## src/rtl/axis_fifo_frame_writer.sv

```systemverilog
// axis_fifo_frame_writer: frames AXI-Stream packets into header/payload/trailer words for the async FIFO write port.
// Define CHECKSUM_EN to append an XOR checksum word after the length trailer.
module axis_fifo_frame_writer #(
    parameter int          MAX_LEN = 1024,
    parameter logic [7:0]  HDR_TAG = 8'hA5
) (
    input  logic        wr_clk,
    input  logic        resetn,
    input  logic [15:0] s_axis_tdata,
    input  logic        s_axis_tvalid,
    input  logic        s_axis_tlast,
    output logic        s_axis_tready,
    input  logic        fifo_afull,
    output logic        fifo_wr_en,
    output logic [15:0] fifo_wr_data,
    output logic        frame_done,
    output logic        busy
);
    typedef enum logic [2:0] {
        IDLE     = 3'd0,
        DATA     = 3'd1,
        TRL_LEN  = 3'd2,
`ifdef CHECKSUM_EN
        TRL_CSUM = 3'd4,
`endif
        DROP     = 3'd3
    } state_t;

    state_t      state, state_n, end_state;
    logic [7:0]  seq;
    logic [14:0] count, count_n, count_inc;
    logic        trunc, trunc_n, wr_n, done_n, accept;
    logic [15:0] data_n;
`ifdef CHECKSUM_EN
    logic [15:0] csum, csum_n;
`endif

    assign accept    = s_axis_tvalid && s_axis_tready;
    assign count_inc = count + 15'd1;
    assign end_state = trunc ? DROP : IDLE;

    always_ff @(posedge wr_clk) begin
        if (!resetn) begin
            state        <= IDLE;
            seq          <= 8'd0;
            count        <= 15'd0;
            trunc        <= 1'b0;
            fifo_wr_en   <= 1'b0;
            fifo_wr_data <= 16'd0;
            frame_done   <= 1'b0;
            busy         <= 1'b0;
`ifdef CHECKSUM_EN
            csum         <= 16'd0;
`endif
        end else begin
            state        <= state_n;
            seq          <= seq + 8'(done_n);
            count        <= count_n;
            trunc        <= trunc_n;
            fifo_wr_en   <= wr_n;
            fifo_wr_data <= data_n;
            frame_done   <= done_n;
            busy         <= state_n != IDLE;
`ifdef CHECKSUM_EN
            csum         <= csum_n;
`endif
        end
    end

    always_comb begin
        state_n = state;
        case (state)
            IDLE:     if (s_axis_tvalid && !fifo_afull) state_n = DATA;
            DATA:     if (accept && (s_axis_tlast || count_inc == 15'(MAX_LEN))) state_n = TRL_LEN;
`ifdef CHECKSUM_EN
            TRL_LEN:  if (!fifo_afull) state_n = TRL_CSUM;
            TRL_CSUM: if (!fifo_afull) state_n = end_state;
`else
            TRL_LEN:  if (!fifo_afull) state_n = end_state;
`endif
            DROP:     if (accept && s_axis_tlast) state_n = IDLE;
            default:  state_n = IDLE;
        endcase
    end

    // afull only gates issuing a new write; registered writes always land
    always_comb begin
        s_axis_tready = (state == DATA && !fifo_afull) || state == DROP;
        wr_n    = 1'b0;
        data_n  = 16'd0;
        done_n  = 1'b0;
        count_n = count;
        trunc_n = trunc;
`ifdef CHECKSUM_EN
        csum_n  = csum;
`endif
        case (state)
            IDLE: if (s_axis_tvalid && !fifo_afull) begin
                wr_n    = 1'b1;
                data_n  = {HDR_TAG, seq};
                count_n = 15'd0;
                trunc_n = 1'b0;
`ifdef CHECKSUM_EN
                csum_n  = 16'd0;
`endif
            end
            DATA: if (accept) begin
                wr_n    = 1'b1;
                data_n  = s_axis_tdata;
                count_n = count_inc;
                trunc_n = !s_axis_tlast && count_inc == 15'(MAX_LEN);
`ifdef CHECKSUM_EN
                csum_n  = csum ^ s_axis_tdata;
`endif
            end
            TRL_LEN: if (!fifo_afull) begin
                wr_n   = 1'b1;
                data_n = {trunc, count};
`ifndef CHECKSUM_EN
                done_n = 1'b1;
`endif
            end
`ifdef CHECKSUM_EN
            TRL_CSUM: if (!fifo_afull) begin
                wr_n   = 1'b1;
                data_n = csum;
                done_n = 1'b1;
            end
`endif
            default: ;
        endcase
    end
endmodule

```

## config.mk

```make
export PLATFORM = sky130hd
export DESIGN_NAME = axis_fifo_frame_writer
export DESIGN_NICKNAME = d
export VERILOG_FILES = /design/src/rtl/axis_fifo_frame_writer.sv
export SDC_FILE = /design/constraint.sdc
export NUM_CORES = 1
export LEC_CHECK = 0
export CORE_MARGIN = 8
export CORE_UTILIZATION = 46
export CTS_CLUSTER_DIAMETER = 100
export DETAILED_ROUTE_END_ITERATION = 8
export MAX_ROUTING_LAYER = met4
export PLACE_DENSITY = 0.75
export SLEW_MARGIN = 20
export SYNTH_ARGS = -nofsm -noshare
export SYNTH_HDL_FRONTEND = slang
export SYNTH_SLANG_ARGS = --single-unit
```

## constraint.sdc

```tcl
create_clock -name wr_clk -period 2.5 [get_ports wr_clk]
set_clock_uncertainty 0.2 [all_clocks]
set_input_delay 0.375 -clock wr_clk [delete_from_list [all_inputs] [get_ports wr_clk]]
set_output_delay 0.375 -clock wr_clk [all_outputs]
set_load 0.01 [all_outputs]
```

* Word level (Yosys, flattened, before mapping)
Cells that the tools add are included.
** Word-level totals
- Input bits :: 21
- Register bits after elaboration :: 46
- Logic and storage cells :: 51
** Operators by class
- $add $sub $neg :: 2
- Reductions and logical operators :: 14
- Eq/ne operators :: 6
- Muxes and demuxes :: 21
** Operator list (number)
- 16-bit two-way mux :: 3
- 16-bit one-hot mux with 3 select lines :: 1
- 15-bit two-way mux :: 2
- 15-bit one-hot mux with 2 select lines :: 1
- 15-bit by 1-bit adder with 15-bit output, second input constant :: 1
- 15-bit by 11-bit == test with 1-bit output, second input constant :: 1
- 3-bit two-way mux :: 4
- 3-bit one-hot mux with 4 select lines :: 1
- 8-bit by 1-bit adder with 8-bit output :: 1
- 3-bit by 2-bit == test with 1-bit output, second input constant :: 2
- 1-bit logical AND :: 6
- 1-bit two-way mux :: 6
- 2-bit inequality test, second input constant :: 2
- 3-bit by 1-bit == test with 1-bit output, second input constant :: 1
- 3-bit logical NOT :: 1
- 1-bit one-hot mux with 3 select lines :: 1
- 3-bit AND reduction :: 1
- 3-bit nonzero test :: 1
- 1-bit logical NOT :: 2
- 1-bit logical OR :: 2
- 2-bit two-way mux :: 1
- 1-bit one-hot mux with 2 select lines :: 1
- 2-bit nonzero test :: 1

* Longest topological paths before layout
Gate-level depths: netlist of the first run.
- Depth in word-level cells :: 8
- Mapped depth :: 9
- Gate-level depth less buffers :: 7

* Worst setup path after synthesis of the first run
Ideal clock, no wire load.
- Path kind :: register to register
- From :: reg count[0]
- To :: reg busy
- Path buffers :: 0
- Required time :: 2180 ps
- Cell stages (with the launch flop) :: 7
- Setup slack :: 31 ps
- Arrival :: 2149 ps
- Clock period less this slack :: 2469 ps
- Cell sequence :: dfxtp_1 ha_1 or4bb_2 a2111oi_4 o2111ai_2 o311a_1 or2_1
** On the way
- Longest elaborated chain between the ends :: 7
** RTL lines
- from (decl) :: line 31 : logic [14:0] count, count_n, count_inc;
- from (signal assigned) :: line 58 : count <= count_n;
- 15-bit by 1-bit adder with 15-bit output :: line 39 : assign count_inc = count + 15'd1;
- 15-bit by 11-bit == test with 1-bit output :: line 74 : DATA: if (accept && (s_axis_tlast || count_inc == 15'(MAX_LEN))) state_n = TRL_LEN;
- 1-bit logical OR :: line 74
- 1-bit logical AND :: line 74
- 3-bit two-way mux :: line 74
- 3-bit one-hot mux with 4 select lines :: line 72 : case (state)
- 3-bit nonzero test :: line 63 : busy <= state_n != IDLE;
- to (signal assigned) :: line 51 : busy <= 1'b0;
- to (signal assigned) :: line 63
- to (decl) :: line 17 : output logic busy
Every way passes these cells.
A chain may end at the register's enable or synchronous reset.

* Worst setup path after layout of the first run
Same ends and word-level chain as after synthesis.

==> results.txt, run 1 <==
The flow ran to the end, and the final reports show no timing, DRC or antenna violations. The utilization after layout came out at 0.6062. The data arrival at the endpoint of the critical path came out at 2370 ps.

The number of endpoints with negative hold slack in the final report came out at 0. The peak fanout along the critical path came out at 3. The routed wire length on met2 is between 2000 and 3000 um. The DRC violation count after routing is 0. The maximum number of pins on one net before global-route repair is 27. Dividing the detail-routed wire length by the instance count gives roughly 16 um.

The die covers 0.007183 sq mm. The number of global-route vias before repair came out at ~1900. In this run the clock root is driven by a sky130_fd_sc_hd__clkbuf_8. The number of fill cells is between 400 and 500. TritonCTS built the clock tree.

The vias after detailed routing is 1982. The number of max-slew violations in the final report came to 0. In this run the most critical hold path is launched from trunc$_SDFFE_PN0P_. The post-detailed-route count of antenna-violating nets came out at 0. The residual overflow from global routing came out at 0. STA classifies the critical path endpoint as a flop. The count of flip-flops with a built-in enable after synthesis is 0. The number of top-level design ports is a little over 40. At the pin with the least slew margin, the transition time is about 550 ps. The post-synthesis net count is roughly 270. The DRC violation total after the first TritonRoute iteration came out at 170. The most frequent standard cell in the layout excluding fill and tap cells is sky130_fd_sc_hd__dfxtp_1. Leaving out fill and tap cells, the most frequent cells in the layout are sky130_fd_sc_hd__dfxtp_1, sky130_fd_sc_hd__clkdlybuf4s50_1, sky130_fd_sc_hd__nor2_1. In this run, post-CTS hold repair placed 0 buffers. The worst setup path is launched from a flop. The time the worst path needs with I/O delays and setup is roughly 2400 ps. The post-synthesis to final-layout area growth came out at 29.06%. The count of maximum capacitance violations came out at 0. The highest metal layer with signal wires is met4. The count of input and output buffers came out at 40. The detailed-router iteration count before antenna repair is 6. The critical path data required time is 2490 ps.

The proportion of register bits with asynchronous set or reset after synthesis came out at 0. The initial utilization of the core area, before any placement, comes to 0.4697. The total power draw is 0.001267 W.

The part of the Yosys area used for sequential elements is 0.4235. The sequential cells in the finished layout cover a total of a little over 900 sq um. In this run the cell area measured after placement is between 0.002 and 0.003 sq mm. The antenna diode instance count is 0. The average cell area after synthesis came out at a little under 9 sq um.

The routability-driven placement congestion ratio is between 0.8 and 0.9. The total detailed-routing wirelength came out at around 5500 um. Timing would allow up to about 420 MHz. Summed over all cells, the static leakage comes to 1.034 nW. The average via count per standard cell is roughly 5.7. Summing every instance area after synthesis gives around 0.0022 sq mm. The placed instance count came out at around 340. Leaving out filler cells and counting taps, the final layout contains 346. Of all cell types, the one taking the most synthesized area is sky130_fd_sc_hd__dfxtp_1. The initial antenna violation count was 0.

The die boundary height came out at 84.76 um. The worst voltage drop across the vdd grid came out at 0.0002717 V. The fraction of layout cells with a size suffix above 1 is 0.1301.

The number of H-tree levels is 2. The worst setup path category is reg2reg. The most used flip-flop cell after synthesis is sky130_fd_sc_hd__dfxtp_1. Counting the buffers created by CTS gives 5. The number of sinks driven by the clock tree is 46.

The normalized max-slew margin is 0.6343. Summing all multi-input logic gate instances after layout gives about 0.0012 sq mm. The post-route cell area came out at 0.002806 sq mm.

The estimated wirelength of the detail-placed design is slightly below 4000 um. The number of failing setup endpoints in the final timing report came out at 0. The synthesized instance count came out at ~250.

In the final timing run, aggregate negative setup slack is 0 ps. The insertion delay of the later-clocked pin in the worst-skew pair is around 300 ps. The post-route clock period utilization came out at 0.9534. The startpoint identified for the worst register-to-register timing path is count[0]$_SDFFE_PN0P_. The number of placement rows came out at 25. The total routed wire length on the met1 layer is between 2000 and 2500 um. The final layout contains 315 nets. Across every metal layer, demand over resource in global routing totals 0.1646. By area the synthesized netlist is led by sky130_fd_sc_hd__dfxtp_1, sky130_fd_sc_hd__nor2_1, sky130_fd_sc_hd__and2_1. The global-route wire length before repair is around 9000 um.

The region available for standard cell placement spans about 0.0046 sq mm. The power per standard cell area came out at roughly 450 mW/mm^2. The synthesized flop and latch total is 46.

After clock tree synthesis, the clock-pin slew on the worst setup and hold paths is roughly 80 ps. The maximum clock insertion buffer count came out at 2. The width of the die is 84.76 um. The routed wire length on met3 came out at about 370 um. The yosys synthesis warning count came out at 0. Tracing the worst setup path back leads to its startpoint at count[0]$_SDFFE_PN0P_. Setup repair after global routing left no endpoint under its margin. The worst min-delay path class is reg2reg. The count of different cell masters after synthesis is 52. The fraction of post-synthesis cell area in the top cell type by area is 0.4235.
[layer usage]
metal | vias to the layer above | GRT usage
li1 | 982 | -
met1 | 924 | 0.1970
met2 | 72 | 0.2570
met3 | 4 | 0.03902
met4 | 0 | 0.07282
met5 | - | -
[worst paths after layout]
path	end	slack (ps)	cells after the start
worst max register to register	busy$_SDFF_PN0_	120	6
worst min-delay path	trunc$_SDFFE_PN0P_	270	2
worst max-delay path	busy$_SDFF_PN0_	120	6
worst min register to register	trunc$_SDFFE_PN0P_	270	2
[area by class of cell]
cell class	instances	share of cell area
multi-input combinational	181	0.4235
sequential	46	0.3290
timing repair buffer	56	0.1899
clock buffer	5	0.02452
tap	54	0.02407
clock inverter	3	0.007579
inverter	1	0.001337
[registers in the layout, summed over array words and instances (netlist names)]
name and cells:
fifo_wr_data 16, count 15, seq 8, state 3
busy 1, fifo_wr_en 1, frame_done 1, trunc 1
[report_power, final]
| part | internal, W | switching [W] | leakage, nW |
|---|---|---|---|
| clock | 0.000196 | 0.000256 | 0.0441 |
| sequential | 0.000735 | 0.00000252 | 0.372 |
| combinational | 0.0000431 | 0.0000341 | 0.618 |
[critical path, cell delays in order, from the launching register on]
cell,delay [ps]
sky130_fd_sc_hd__dfxtp_2,350
sky130_fd_sc_hd__ha_2,190
sky130_fd_sc_hd__or4bb_4,540
sky130_fd_sc_hd__a2111oi_4,300
sky130_fd_sc_hd__o2111ai_2,170
sky130_fd_sc_hd__o311a_1,330
sky130_fd_sc_hd__or2_1,200
[synthesized netlist by cell type, types with 2 or more instances]
master	count
sky130_fd_sc_hd__a222oi_1	8
sky130_fd_sc_hd__o21a_1	4
sky130_fd_sc_hd__a221oi_1	3
sky130_fd_sc_hd__a21boi_0	3
sky130_fd_sc_hd__and2_1	14
sky130_fd_sc_hd__nand4_1	5
sky130_fd_sc_hd__mux2i_1	2
sky130_fd_sc_hd__and4_1	2
sky130_fd_sc_hd__o21ai_0	10
sky130_fd_sc_hd__nor3_1	6
sky130_fd_sc_hd__xnor2_1	7
sky130_fd_sc_hd__nand2_1	19
sky130_fd_sc_hd__dfxtp_1	46
sky130_fd_sc_hd__nand3_1	14
sky130_fd_sc_hd__buf_2	4
sky130_fd_sc_hd__nor2b_1	6
sky130_fd_sc_hd__or2_2	2
sky130_fd_sc_hd__xor2_1	3
sky130_fd_sc_hd__o211a_1	3
sky130_fd_sc_hd__a22oi_1	7
sky130_fd_sc_hd__nand2b_1	2
sky130_fd_sc_hd__a31oi_1	2
sky130_fd_sc_hd__ha_1	3
sky130_fd_sc_hd__clkbuf_1	11
sky130_fd_sc_hd__and3_1	3
sky130_fd_sc_hd__nor2_1	27
sky130_fd_sc_hd__a21oi_1	4
[logic make-up after synthesis]
logic type / synth area share
other: 0.001724
buffers and inverters: 0.03510
multiplexers: 0.009206
adder cells (fa/ha/maj): 0.01726
XOR/XNOR: 0.04028
flip-flops: 0.4235
AND/OR/NAND/NOR: 0.2814
AO/OA/AOI/OAI: 0.1916
[what timing repair did]
action | CTS | global route
pin swaps | 1 | 3
gates resized for setup | 3 | 1
endpoints found under the setup margin | 1 | 2
buffers inserted | 0 | 0
[metrics by stage]
stage / hold WS (ps) / setup WS, ps
after CTS: 274.4 / 19.39
after global placement: 263.5 / 11.13
after global routing: 315.5 / 2.849
after detailed placement: 261.8 / -28.90
final: 273.4 / 116.5
after floorplan: 244.7 / 30.86
Power figures use the tool's default switching activity.
==> inputs of run 2 (changes only) <==
--- a/config.mk
+++ b/config.mk
@@ -10,7 +10,7 @@
 export CTS_CLUSTER_DIAMETER = 100
 export DETAILED_ROUTE_END_ITERATION = 8
 export MAX_ROUTING_LAYER = met4
-export PLACE_DENSITY = 0.75
+export PLACE_DENSITY_LB_ADDON = 0.15
 export SLEW_MARGIN = 20
 export SYNTH_ARGS = -nofsm -noshare
 export SYNTH_HDL_FRONTEND = slang
==> run 2 against run 1 <==
Worst hold slack improved by 25 ps. Worst setup slack improved by 1.8 ps. Core utilization increased by 0.68 points. Routed wire length increased by 4.0%. Critical endpoint unchanged. Largest power group unchanged.
==> results.txt, run 2 (synthesized netlist as in run 1, its figures left out) <==
The maximum number of pins on one net before global-route repair came out at 27 (unchanged). The total CTS buffers came to 5 (unchanged). The estimated wirelength of the detail-placed design came out at 4103 um (was 3911 um). The global-route wire length before repair was 9390 um (was 9252 um). The number of top-level design ports came to 41 (unchanged). The internal power consumption was 0.001074 W (was 0.0009748 W). The average via count per standard cell came to 5.778 (was 5.728). The peak fanout along the critical path is 4 (was 3). The category of the worst setup path capture point is a flop (unchanged). The power per standard cell area came out at 479.7 mW/mm^2 (was 451.5 mW/mm^2). The number of failing setup endpoints in the final timing report came out at 0 (unchanged). The combined global-route utilization of all metal layers is 0.1651 (was 0.1646).

Run status: finished, final reports clean (unchanged). The floorplan die area came out at 0.007183 sq mm (unchanged). The area after detailed placement was 0.002689 sq mm (was 0.002709 sq mm). The effective utilization at floorplan is 0.4697 (unchanged). The total detailed-routing wirelength came out at 5673 um (was 5457 um). The slew of the pin with the lowest slew margin came out at 543.7 ps (was 548.5 ps). The final cell count without fillers came out at 347 (was 346). The first element of the critical path is count[0]$_SDFFE_PN0P_ (unchanged). The count of hold-fix buffers inserted at cts came out at 0 (unchanged). The normalized max-slew margin was 0.6375 (was 0.6343). The combinational share of power came out at 0.057 (was 0.061). The width of the die came out at 84.76 um (unchanged).

The number of fill cells is 422 (was 405). The residual overflow from global routing came out at 0 (unchanged). The DRC violation count after routing came out at 0 (unchanged). The static leakage power is 1.044 nW (was 1.034 nW). The post-route clock period utilization came out at 0.9527 (was 0.9534).

The DRC violation total after the first TritonRoute iteration came to 121 (was 170). The insertion delay of the later-clocked pin in the worst-skew pair is 300 ps (about the same). The data arrival at the endpoint of the critical path was 2380 ps (was 2370 ps). The maximum clock insertion buffer count came out at 2 (unchanged). The antenna diode instance count is 0 (unchanged). The flip-flop count of the largest register after layout came out at 16 (unchanged). The post-route cell area came out at 0.002838 sq mm (was 0.002806 sq mm). The vias after detailed routing was 2005 (was 1982). The die boundary height is 84.76 um (unchanged). The wire length per cell came out at 16.35 um (was 15.77 um). The area inside the core boundary came out at 0.004629 sq mm (unchanged). The detailed-router iteration count before antenna repair is 5 (was 6). The fraction of layout cells with a size suffix above 1 is 0.1331 (was 0.1301). The worst voltage drop across the vdd grid is 0.0003498 V (was 0.0002717 V). The count of maximum capacitance violations came out at 0 (unchanged).

The worst setup path category is reg2reg (unchanged). The number of global-route vias before repair came to 1944 (was 1864). The root buffer cell is sky130_fd_sc_hd__clkbuf_8 (unchanged). The start point of the worst hold path is trunc$_SDFFE_PN0P_ (unchanged). The kind of launch point of the worst setup path is a flop (unchanged). The register share of total power came out at 0.541 (was 0.582).

The fraction of power spent switching nets came out at 0.2109 (was 0.2307). The number of H-tree levels is 2 (unchanged). The number of sinks driven by the clock tree is 46 (unchanged).

The critical register-to-register path startpoint is count[0]$_SDFFE_PN0P_ (unchanged). The part of the total power dissipated in the clock network is 0.402 (was 0.357). The time the worst path needs with I/O delays and setup is 2382 ps (was 2383 ps). The highest attainable clock frequency came out at 419.9 MHz (was 419.6 MHz). The worst min-delay path class is reg2reg (unchanged). The CTS tree is yes (unchanged).

The number of max-slew violations in the final report came out at 0 (unchanged). The count of input and output buffers is 40 (unchanged). The number of endpoints with negative hold slack in the final report is 0 (unchanged). The critical path data required time came out at 2500 ps (was 2490 ps). The number of placement rows came out at 25 (unchanged). Commonest non-fill, non-tap cells in the layout: sky130_fd_sc_hd__dfxtp_1, sky130_fd_sc_hd__clkdlybuf4s50_1, sky130_fd_sc_hd__nor2_1 (unchanged). Largest regs: fifo_wr_data x16, count x15, seq x8 (unchanged). The clock transition at the registers of the reported paths is 80 ps (about the same).

The placed instance count came out at 337 (was 338). The routability-driven placement congestion ratio came to 0.8535 (was 0.8630). The most frequent standard cell in the layout excluding fill and tap cells is sky130_fd_sc_hd__dfxtp_1 (unchanged). The register with the most flip-flops is fifo_wr_data (unchanged).

The post-detailed-route count of antenna-violating nets came out at 0 (unchanged). The post-synthesis to final-layout area growth is 30.49% (was 29.06%). The initial antenna violation count is 0 (unchanged).

The final net count came to 316 (was 315). The net load switching power came out at 0.0002871 W (was 0.0002923 W).
-- run 2: critical path, cell delays in order (launching register included) --
cell and delay (ps):
sky130_fd_sc_hd__dfxtp_4 380, sky130_fd_sc_hd__ha_4 130, sky130_fd_sc_hd__or4bb_4 530, sky130_fd_sc_hd__a2111oi_4 310
sky130_fd_sc_hd__o2111ai_2 190, sky130_fd_sc_hd__o311a_1 320, sky130_fd_sc_hd__or2_1 210
-- run 2: per-stage QoR --
step           setup WS (ps)  utilization  total power [W]  setup TNS [ps]  hold slack [ps]
6_report               118.3       0.6130         0.001361               0            298.4
5_1_grt               -4.658       0.6130         0.001409          -5.251            323.3
4_1_cts                19.15       0.6051         0.001377               0            303.6
3_5_place_dp          -60.45       0.5808        0.0008325          -245.5            290.4
3_3_place_gp          -19.61       0.5808        0.0008320          -49.79            284.2
2_1_floorplan          30.86            -        0.0007811               0            244.7
-- run 2: metal layers --
metal	wire, um	vias to the layer above	global-route usage
li1	-	988	-
met1	2525	949	0.1912
met2	2676	58	0.2591
met3	376	10	0.04780
met4	95	0	0.07282
met5	0	-	-
-- run 2: worst paths after layout --
kind / cells after the start / end / slack [ps]
hold reg to reg: 2 / trunc$_SDFFE_PN0P_ / 300
setup / recovery: 6 / busy$_SDFF_PN0_ / 120
setup reg to reg: 6 / busy$_SDFF_PN0_ / 120
hold / removal: 2 / trunc$_SDFFE_PN0P_ / 300
-- run 2: timing repair --
| item | 4_1_cts | 5_1_grt |
|---|---|---|
| gates resized for setup | 2 | 6 |
| setup buffers | 0 | 2 |
| endpoints found under the setup margin | 2 | 2 |
| pin swaps | 0 | 3 |
-- run 2: area by class of cell --
type	instances	area, sq um	share of cell area
clock buffer	6	72.57	0.02557
clock inverter	2	37.54	0.01323
inverter	1	3.754	0.001323
multi-input combinational	181	1199	0.4224
sequential	46	929.6	0.3276
tap	54	67.56	0.02381
timing repair buffer	57	528.0	0.1861
-- run 2: power groups by stage --
| stage | Sequential (W) | Combinational, W | Clock (W) |
|---|---|---|---|
| global route | 0.000737 | 0.0000836 | 0.000589 |
| detailed placement | 0.000755 | 0.0000773 | 0 |
| CTS | 0.000738 | 0.0000778 | 0.000561 |
| global placement | 0.000755 | 0.0000768 | 0 |
| finish | 0.000736 | 0.0000777 | 0.000548 |
| floorplan | 0.000755 | 0.0000260 | 0 |
==> inputs of run 3 (changes only) <==
--- a/config.mk
+++ b/config.mk
@@ -9,6 +9,7 @@
 export CORE_UTILIZATION = 46
 export CTS_CLUSTER_DIAMETER = 100
 export DETAILED_ROUTE_END_ITERATION = 8
+export GPL_TIMING_DRIVEN = 1
 export MAX_ROUTING_LAYER = met4
 export PLACE_DENSITY_LB_ADDON = 0.15
 export SLEW_MARGIN = 20
==> results of run 3 <==
Final layout, timing and power as in run 2 (identical DEF).
